$ cat config.mk
export PLATFORM = sky130hd
export DESIGN_NAME = seg7_scan_driver
export DESIGN_NICKNAME = d
export VERILOG_FILES = /design/src/rtl/seg7_pkg.sv /design/src/rtl/seg7_glyph_rom.sv /design/src/rtl/seg7_scan_driver.sv
export SDC_FILE = /design/constraint.sdc
export NUM_CORES = 1
export LEC_CHECK = 0
export BUFFER_PORTS_ARGS = -buffer_cell sky130_fd_sc_hd__buf_2
export CORE_MARGIN = 5
export CORE_UTILIZATION = 35
export DETAILED_ROUTE_END_ITERATION = 6
export HOLD_SLACK_MARGIN = 0.08
export PLACE_DENSITY = 0.56
export SETUP_SLACK_MARGIN = 0.05
export SLEW_MARGIN = 20
export SYNTH_ARGS = -nofsm -noshare
export SYNTH_HDL_FRONTEND = slang
export SYNTH_SLANG_ARGS = --single-unit
$ cat constraint.sdc
create_clock -name clk -period 3.56 [get_ports clk]
set_clock_uncertainty 0.05 [all_clocks]
set_input_delay 0 -clock clk [delete_from_list [all_inputs] [get_ports clk]]
set_output_delay 0 -clock clk [all_outputs]
set_load 0.01 [all_outputs]
$ cat src/rtl/seg7_pkg.sv
// Shared constants and types for the 7-segment display blocks.
// Segment vectors are {g,f,e,d,c,b,a}, active-low.
package seg7_pkg;

    localparam logic [6:0] SEG_OFF = 7'h7F;
    localparam logic [3:0] AN_OFF  = 4'hF;

    // Nibble -> active-low segment pattern: 0-9, then A, b, C, d, E, F
    localparam logic [6:0] GLYPH_TABLE [0:15] = '{
        7'h40, 7'h79, 7'h24, 7'h30,
        7'h19, 7'h12, 7'h02, 7'h78,
        7'h00, 7'h10, 7'h08, 7'h03,
        7'h46, 7'h21, 7'h06, 7'h0E
    };

    typedef logic [1:0] digit_idx_t;

endpackage

$ cat src/rtl/seg7_glyph_rom.sv
// Combinational nibble-to-segment lookup shared by display blocks.
module seg7_glyph_rom (
    input  logic [3:0] nibble,
    output logic [6:0] seg
);
    import seg7_pkg::*;

    // Pure table lookup; every nibble value has a glyph
    always_comb begin
        seg = GLYPH_TABLE[nibble];
    end

endmodule

$ cat src/rtl/seg7_scan_driver.sv
// Time-multiplexed driver for a 4-digit common-anode 7-segment display.
// Inputs are snapshotted once per frame; each digit slot opens with an
// all-off guard interval. Define SEG7_LZB_EN to enable leading-zero
// blanking of digits 3 and 1 (the leading digit of each stopwatch half).
module seg7_scan_driver #(
    parameter int unsigned CLK_HZ  = 100_000_000,
    parameter int unsigned SCAN_HZ = 1000,
    parameter int unsigned GUARD   = 64
) (
    input  logic        clk,
    input  logic        reset,
    input  logic [15:0] x,
    input  logic [3:0]  dp_mask,
    input  logic [3:0]  blank,
    output logic [6:0]  seg,
    output logic [3:0]  an,
    output logic        dp,
    output logic        frame_tick
);
    import seg7_pkg::*;

    localparam int unsigned DIV = CLK_HZ / (SCAN_HZ * 4);
    localparam int unsigned PW  = (DIV > 1) ? $clog2(DIV) : 1;
    localparam logic [PW-1:0] PRESC_LAST = PW'(DIV - 1);
    localparam logic [PW-1:0] GUARD_P    = PW'(GUARD);

    if (DIV < GUARD + 2) begin : g_div_check
        $error("seg7_scan_driver: DIV (%0d) must be >= GUARD+2 (%0d)", DIV, GUARD + 2);
    end

    logic [PW-1:0] presc_q, presc_d;
    digit_idx_t    digit_q, digit_d;
    logic          first_q, first_d;
    logic [15:0]   x_s_q, x_s_d;
    logic [3:0]    dp_mask_s_q, dp_mask_s_d;
    logic [3:0]    blank_s_q, blank_s_d;
    logic [6:0]    seg_q, seg_d;
    logic [3:0]    an_q, an_d;
    logic          dp_q, dp_d;
    logic          frame_tick_q, frame_tick_d;

    logic          snap_en;
    logic [3:0]    nibble;
    logic [6:0]    glyph;
    logic          auto_blank;
    logic          dark;

    seg7_glyph_rom u_glyph_rom (
        .nibble (nibble),
        .seg    (glyph)
    );

    // Slot timing, frame snapshot and frame_tick
    always_comb begin
        snap_en      = first_q || (presc_q == PRESC_LAST && digit_q == 2'd3);
        presc_d      = (presc_q == PRESC_LAST) ? '0 : presc_q + 1'b1;
        digit_d      = (presc_q == PRESC_LAST) ? digit_q + 2'd1 : digit_q;
        first_d      = 1'b0;
        x_s_d        = snap_en ? x       : x_s_q;
        dp_mask_s_d  = snap_en ? dp_mask : dp_mask_s_q;
        blank_s_d    = snap_en ? blank   : blank_s_q;
        frame_tick_d = snap_en;
    end

    // Next pin values from the current slot position and the frame snapshot
    always_comb begin
        nibble = x_s_q[{digit_q, 2'b00} +: 4];
`ifdef SEG7_LZB_EN
        auto_blank = (digit_q == 2'd3 && x_s_q[15:12] == 4'h0) ||
                     (digit_q == 2'd1 && x_s_q[7:4]   == 4'h0);
`else
        auto_blank = 1'b0;
`endif
        dark = (presc_q < GUARD_P) || blank_s_q[digit_q] || auto_blank;
        an_d  = AN_OFF;
        seg_d = SEG_OFF;
        dp_d  = 1'b1;
        if (!dark) begin
            an_d  = ~(4'b0001 << digit_q);
            seg_d = glyph;
            dp_d  = ~dp_mask_s_q[digit_q];
        end
    end

    // State and output registers; reset darkens the display immediately
    always_ff @(posedge clk or posedge reset) begin
        if (reset) begin
            presc_q      <= '0;
            digit_q      <= '0;
            first_q      <= 1'b1;
            x_s_q        <= '0;
            dp_mask_s_q  <= '0;
            blank_s_q    <= '0;
            seg_q        <= SEG_OFF;
            an_q         <= AN_OFF;
            dp_q         <= 1'b1;
            frame_tick_q <= 1'b0;
        end else begin
            presc_q      <= presc_d;
            digit_q      <= digit_d;
            first_q      <= first_d;
            x_s_q        <= x_s_d;
            dp_mask_s_q  <= dp_mask_s_d;
            blank_s_q    <= blank_s_d;
            seg_q        <= seg_d;
            an_q         <= an_d;
            dp_q         <= dp_d;
            frame_tick_q <= frame_tick_d;
        end
    end

    assign seg        = seg_q;
    assign an         = an_q;
    assign dp         = dp_q;
    assign frame_tick = frame_tick_q;

endmodule

==> results of run 1 <==
## worst max-delay path, cell delays in order, from the launching register on
cell and delay [ps]:
dfrtp_1 400, ha_1 240, and2_1 200, and4_4 250
a21oi_4 460, buf_4 360, mux2_2 360
## cell type report
type / count / area (µm²) / share of cell area, %
sequential: 55 / 1390 / 42.0
multi-input combinational: 134 / 1210 / 36.5
timing repair buffer: 65 / 455 / 13.7
tap: 99 / 124 / 3.74
clock buffer: 7 / 76.3 / 2.30
clock inverter: 1 / 30.0 / 0.906
inverter: 7 / 26.3 / 0.793
## per-layer routing
metal	up-vias	track usage, %
li1	839	-
met1	815	16.0
met2	37	16.2
met3	2	2.58
met4	0	3.51
met5	-	0
## logic make-up (layout without fill, tap and decap cells)
logic type | after synthesis | after routing | share of synthesized area [%]
other | 1 | 1 | 0.140
xor gates and xnor gates | 17 | 17 | 5.57
buffers and inverters | 15 | 80 | 2.76
AOI/OAI and AO/OA | 16 | 16 | 4.30
adders and majority gates | 11 | 11 | 5.14
and+or+nand+nor | 53 | 53 | 9.40
DFF | 55 | 55 | 52.1
muxes | 36 | 36 | 20.6
## registers in the layout, indices dropped and copies added, names as in the netlist
register	count
seg	7
blank_s_q	4
first_q	1
x_s_q	16
an	4
dp	1
frame_tick	1
dp_mask_s_q	4
presc_q	15
digit_q	2
## how the worst min path moves through the flow
stage	from	end	slack (ps)	depth (start not counted)
2_1_floorplan	blank[2]	blank_s_q[2]	100	1
3_3_place_gp	reset	frame_tick	-9	2
3_5_place_dp	reset	frame_tick	-6	2
4_1_cts	reset	frame_tick	210	3
5_1_grt	reset	frame_tick	260	3
6_report	reset	x_s_q[6]	200	3
## metrics by stage
step / hold slack (ps) / total power, mW / worst slack (ps)
after detailed placement: -5.96 / 0.833 / 1060
after CTS: 206 / 1.26 / 1090
after floorplan: 98.5 / 0.792 / 1490
after global routing: 260 / 1.30 / 881
final: 203 / 1.24 / 1130
after global placement: -8.81 / 0.831 / 1130
## cell usage after synthesis (3+ instances only)
master	n
a21oi_1	3
clkbuf_1	4
dfrtp_1	42
dfstp_2	13
ha_1	11
inv_1	7
mux2_2	7
mux2_4	19
mux2i_1	3
mux4_2	7
nand2_1	19
nand3_1	6
nor2_1	11
nor3_1	4
o21ai_0	4
o221ai_1	3
xnor2_1	7
xor2_1	10
## timing repair
action,in CTS,in global routing
buffers inserted,0,0
hold buffers,25,0
endpoints found under the hold margin,44,0
## where the power goes
| group | switching [mW] | total (mW) | internal (mW) |
|---|---|---|---|
| Combinational | 0.0655 | 0.163 | 0.0978 |
| Sequential | 0.0222 | 0.676 | 0.654 |
| Clock | 0.194 | 0.405 | 0.211 |
| Total | 0.282 | 1.24 | 0.963 |
==> results.sh, run 1 <==
export IMPL_detail_route_vias_per_cell=4.60
export IMPL_area_growth_synth_to_final_pct=23.9
export IMPL_grtUsageTotal_pct=11.0
export IMPL_ys_ff_latch=55
export IMPL_cp_required_ps=3700
export IMPL_post_route_util_pct=45.2
export IMPL_min_period_ps=2430
export IMPL_cp_startpoint="presc_q[0]"
export IMPL_first_pass_iters=4
export IMPL_outcome="finished, final reports clean"
export IMPL_fin_nets=305
export IMPL_io_buffer_count=38
export IMPL_wl_per_cell_um=13.6
export IMPL_endpoint="x_s_q[7]"
export IMPL_synth_top_area_share_pct=39.3
export IMPL_num_io_pins=39
export IMPL_worst_pin_slew_ps=838
export IMPL_dr_max_layer_used="met4"
export IMPL_async_reset_ff_share_pct=100
export IMPL_ff2ff_path_depth=6
export IMPL_grt_max_degree=36
export IMPL_fmax_ghz=0.411
export IMPL_final_setup_tns_ps=0
export IMPL_syn_num_nets=241
export IMPL_clk_pin_slew_ps=100
export IMPL_route_vias_total=1693
export IMPL_power_leakage_nw=1.46
export IMPL_cts_root_buffer="clkbuf_8"
export IMPL_ys_flop_type="dfrtp_1"
export IMPL_final_cell_mix="42 x dfrtp_1, 38 x buf_2, 25 x dlygate4sd3_1, 19 x nand2_1, 19 x mux2_4"
export IMPL_cts_made_buffers=5
export IMPL_drc=0
export IMPL_met2_wirelength_um=2200
export IMPL_grt_pass1_wl_um=8580
export IMPL_power_density_nw_per_um2=376
export IMPL_layout_cells_non_filler=368
export IMPL_syn_inst=204
export IMPL_layout_drive_gt1_share_pct=36.1
export IMPL_cts_tree="built"
export IMPL_drt_total_wl_um=5020
export IMPL_synth_edf_count=0
export IMPL_die_y_um=97.4
export IMPL_reg2reg_from="presc_q[0]"
export IMPL_antenna_left=0
export IMPL_hold_viol=0
export IMPL_fin_crit_sh_pct=68.3
export IMPL_rows=31
export IMPL_placedCellCount=335
export IMPL_grt_overflow=0
export IMPL_slew_viol_final=0
export IMPL_syn_area_per_cell_um2=13.1
export IMPL_yosys_warnings=0
export IMPL_fp_dieW_um=97.4
export IMPL_hp_class="in2async"
export IMPL_max_vdd_ir_drop_uv=162
export IMPL_core_um2=7330
export IMPL_worstSkewPairLatency_ps=300
export IMPL_placed_cell_area_um2=2960
export IMPL_wirelength_met1_um=2560
export IMPL_path_max_fanout=15
export IMPL_yosysSeqAreaShare_pct=52.1
export IMPL_post_cts_resized=0
export IMPL_stdcell_area_um2=3310
export IMPL_yosysTopAreaCell="dfrtp_1"
export IMPL_met3WireLength_um=207
export IMPL_cp_end_kind="flip-flop"
export IMPL_start_util_pct=36.5
export IMPL_drv_cap=0
export IMPL_crit_arrival_ps=2580
export IMPL_reg2reg_to="x_s_q[7]"
export IMPL_dieArea_um2=9490
export IMPL_final_common_cell="dfrtp_1"
export IMPL_start_kind="flip-flop"
export IMPL_r2r_slack_ps=1130
export IMPL_grt_pass1_vias=1717
export IMPL_rsz0062_at_grt="no"
export IMPL_cts_buffer_depth=2
export IMPL_netlist_area_um2=2680
export IMPL_relSlewSlack_pct=44.1
export IMPL_clock_sinks=55
export IMPL_finalWeightedCongestion=0.820
export IMPL_antenna_cells=0
export IMPL_hpwlAfterDp_um=3630
export IMPL_synth_area_leaders="dfrtp_1 39%, dfstp_2 13%, mux2_4 11%"
export IMPL_nFillCells=682
export IMPL_critPathKind="reg2reg"
export IMPL_synth_distinct_cells=35
export IMPL_setup_viol=0
export IMPL_antenna_found_initial=0
export IMPL_drtIter0Drc=57
export IMPL_h_tree_depth=2
No activity file was read; power rests on OpenSTA's default activity.
==> run 2: changes to the inputs <==
--- a/config.mk
+++ b/config.mk
@@ -5,12 +5,13 @@
 export SDC_FILE = /design/constraint.sdc
 export NUM_CORES = 1
 export LEC_CHECK = 0
+export ABC_AREA = 1
 export BUFFER_PORTS_ARGS = -buffer_cell sky130_fd_sc_hd__buf_2
 export CORE_MARGIN = 5
 export CORE_UTILIZATION = 35
 export DETAILED_ROUTE_END_ITERATION = 6
 export HOLD_SLACK_MARGIN = 0.08
-export PLACE_DENSITY = 0.56
+export PLACE_DENSITY = 0.58
 export SETUP_SLACK_MARGIN = 0.05
 export SLEW_MARGIN = 20
 export SYNTH_ARGS = -nofsm -noshare
==> constraint.sdc (replaced) <==
create_clock -name clk -period 2.2 [get_ports clk]
set_clock_uncertainty 0.05 [all_clocks]
set_input_delay 0 -clock clk [delete_from_list [all_inputs] [get_ports clk]]
set_output_delay 0 -clock clk [all_outputs]
set_load 0.01 [all_outputs]
==> run 2 against run 1 <==
  * Via count is 47% higher
  * Total power is 58% higher
  * Cell count is 44% higher
==> results.sh, run 2 <==
export IMPL_cp_required_ps=2390
export IMPL_finalPower_mw=1.96
export IMPL_path_max_fanout=25
export IMPL_clk_pin_slew_ps=100
export IMPL_grt_pass1_wl_um=11100
export IMPL_clock_sinks=55
export IMPL_grt_overflow=0
export IMPL_grt_pass1_vias=2483
export IMPL_comb_power_share_pct=11.6
export IMPL_hpwlAfterDp_um=4740
export IMPL_drtIter0Drc=140
export IMPL_start_kind="flip-flop"
export IMPL_num_io_pins=39
export IMPL_cts_made_buffers=5
export IMPL_antenna_cells=0
export IMPL_antenna_left=0
export IMPL_top_register="x_s_q"
export IMPL_min_period_ps=1790
export IMPL_layout_drive_gt1_share_pct=17.2
export IMPL_drv_cap=0
export IMPL_cts_root_buffer="clkbuf_8"
export IMPL_dieArea_um2=10100
export IMPL_synth_top_family_by_area="simple AND/OR/NAND/NOR gates"
export IMPL_syn_num_nets=397
export IMPL_yosys_warnings=0
export IMPL_final_setup_tns_ps=0
export IMPL_cts_buffer_depth=2
export IMPL_netlist_area_um2=2880
export IMPL_final_common_cell="nand2_1"
export IMPL_worstSkewPairLatency_ps=310
export IMPL_syn_area_per_cell_um2=8.00
export IMPL_setup_viol=0
export IMPL_synth_distinct_cells=32
export IMPL_post_route_util_pct=43.2
export IMPL_synth_adder_area_share_pct=4.78
export IMPL_yosysMostFrequentCell="nand2_1"
export IMPL_synth_area_leaders="dfrtp_1 37%, nand2_1 15%, dfstp_2 12%"
export IMPL_critPathKind="reg2reg"
export IMPL_synth_compound_area_share_pct=2.43
export IMPL_relSlewSlack_pct=57.3
export IMPL_final_cell_mix="118 x nand2_1, 58 x nand3_1, 42 x dfrtp_1, 38 x buf_2, 32 x nor2_1"
export IMPL_async_reset_ff_share_pct=100
export IMPL_yosysTopAreaCell="dfrtp_1"
export IMPL_finalWeightedCongestion=0.901
export IMPL_hp_class="in2async"
export IMPL_detail_route_vias_per_cell=4.68
export IMPL_route_vias_total=2483
export IMPL_cp_end_kind="flip-flop"
export IMPL_largest_reg_flops=16
export IMPL_slew_viol_final=0
export IMPL_power_frac_clock_pct=33.3
export IMPL_busiest_layer="met2"
export IMPL_drc=0
export IMPL_swShare_pct=23.8
export IMPL_first_pass_iters=4
export IMPL_area_growth_synth_to_final_pct=22.0
export IMPL_die_y_um=101
export IMPL_ys_flop_type="dfrtp_1"
export IMPL_outcome="finished, final reports clean"
export IMPL_nFillCells=824
export IMPL_grtUsageMet1_pct=17.8
export IMPL_synthMuxAreaShare_pct=0
export IMPL_drt_total_wl_um=6480
export IMPL_fin_crit_sh_pct=81.4
export IMPL_synth_edf_count=0
export IMPL_grt_use_met3_pct=2.49
export IMPL_post_cts_resized=0
export IMPL_yosysSeqAreaShare_pct=48.4
export IMPL_fin_nets=461
export IMPL_fmax_ghz=0.558
export IMPL_switchingPower_mw=0.467
export IMPL_synth_top_area_share_pct=36.5
export IMPL_max_vdd_ir_drop_uv=290
export IMPL_synthSimpleGateAreaFrac_pct=35.2
export IMPL_antenna_found_initial=0
export IMPL_rows=33
export IMPL_synthTopCellsByCount="118 x nand2_1, 58 x nand3_1, 42 x dfrtp_1, 32 x inv_1, 32 x nor2_1"
export IMPL_ys_ff_latch=55
export IMPL_synthXorXnorAreaFrac_pct=1.52
export IMPL_fp_dieW_um=101
export IMPL_power_density_nw_per_um2=559
export IMPL_grtUsageMet2_pct=22.2
export IMPL_power_internal_mw=1.50
export IMPL_rsz0062_at_grt="no"
export IMPL_ctsHoldBuffers=25
export IMPL_wl_per_cell_um=12.2
export IMPL_core_um2=8130
export IMPL_hold_viol=0
export IMPL_postCtsSetupBuffers=0
export IMPL_h_tree_depth=2
export IMPL_cts_tree="built"
export IMPL_io_buffer_count=38
export IMPL_worst_pin_slew_ps=639
export IMPL_seq_power_share_pct=55.1
export IMPL_crit_arrival_ps=1980
export IMPL_grt_max_degree=30
export IMPL_power_leakage_nw=1.74
export IMPL_grtUsageTotal_pct=13.5
export IMPL_syn_inst=360
export IMPL_start_util_pct=35.4
run 2: changes by cell type after synthesis, moves of 4 or more:
| cell | change |
|---|---|
| clkbuf_1 | -4 |
| xor2_1 | -6 |
| nand3_1 | +52 |
| mux4_2 | -7 |
| mux2_2 | -7 |
| nand2_2 | +4 |
| inv_1 | +25 |
| xnor2_1 | -6 |
| nand2_1 | +99 |
| nor2_1 | +21 |
| mux2_4 | -19 |
run 2: layout make-up:
cell class	count	area (µm²)	area share (%)
Inverter	37	139	3.95
Multi-Input combinational cell	259	1270	36.1
Clock buffer	7	76.3	2.17
Tap cell	105	131	3.74
Clock inverter	1	30.0	0.855
Sequential cell	55	1390	39.6
Timing Repair Buffer	66	475	13.5
run 2: routing by layer:
metal  share of wire (%)  routed length (µm)  up-vias
li1                    -                   -     1257
met1                  44                2870     1154
met2                  50                3210       60
met3                 4.3                 278       12
met4                 1.9                 126        0
met5                   0                   0        -
run 2: power groups by stage:
| stage | sequential [mW] | clock [mW] | combinational [mW] |
|---|---|---|---|
| after global placement | 1.10 | 0 | 0.192 |
| after detailed placement | 1.10 | 0 | 0.196 |
| after CTS | 1.08 | 0.684 | 0.231 |
| after floorplan | 1.09 | 0 | 0.142 |
| after global routing | 1.09 | 0.731 | 0.261 |
| final | 1.08 | 0.654 | 0.228 |
run 2: per-stage QoR:
| step | area [µm²] | setup slack [ps] | cells | hold WS (ps) |
|---|---|---|---|---|
| 2_1_floorplan | 2880 | 584 | 360 | 59.6 |
| 3_3_place_gp | 3160 | 450 | 497 | 67.3 |
| 3_5_place_dp | 3160 | 411 | 497 | 75.8 |
| 4_1_cts | 3510 | 373 | 530 | 281 |
| 5_1_grt | 3510 | 198 | 530 | 329 |
| 6_report | 3510 | 408 | 530 | 267 |
run 2: path summary, 6_finish.rpt:
check                      slack (ps)  startpoint             end  cells after the start
max reg2reg                       410  presc_q[0]       x_s_q[11]                      9
max                               410  presc_q[0]       x_s_q[11]                      9
min in group clk                  370  dp_mask[3]  dp_mask_s_q[3]                      4
min reg2reg                       410  presc_q[0]      presc_q[0]                      1
max in group asynchronous        1180       reset          seg[1]                      4
min                               270       reset  dp_mask_s_q[3]                      3
run 2: critical path: stages, from the launching register on:
cell and delay (ps):
dfrtp_1 380, ha_1 190, nand2_1 100, inv_1 80, nand2_1 80, nor2_4 140, nand3_4 270, nand2_8 260
nand2_1 90, nand2_1 60
run 2: kinds of logic after synthesis:
kind of cell / count (synthesis)
AND/OR/NAND/NOR: 229
flip-flops: 55
buffers and inverters: 46
AO/OA/AOI/OAI: 13
adder cells (fa/ha/maj): 11
XOR/XNOR: 5
other: 1
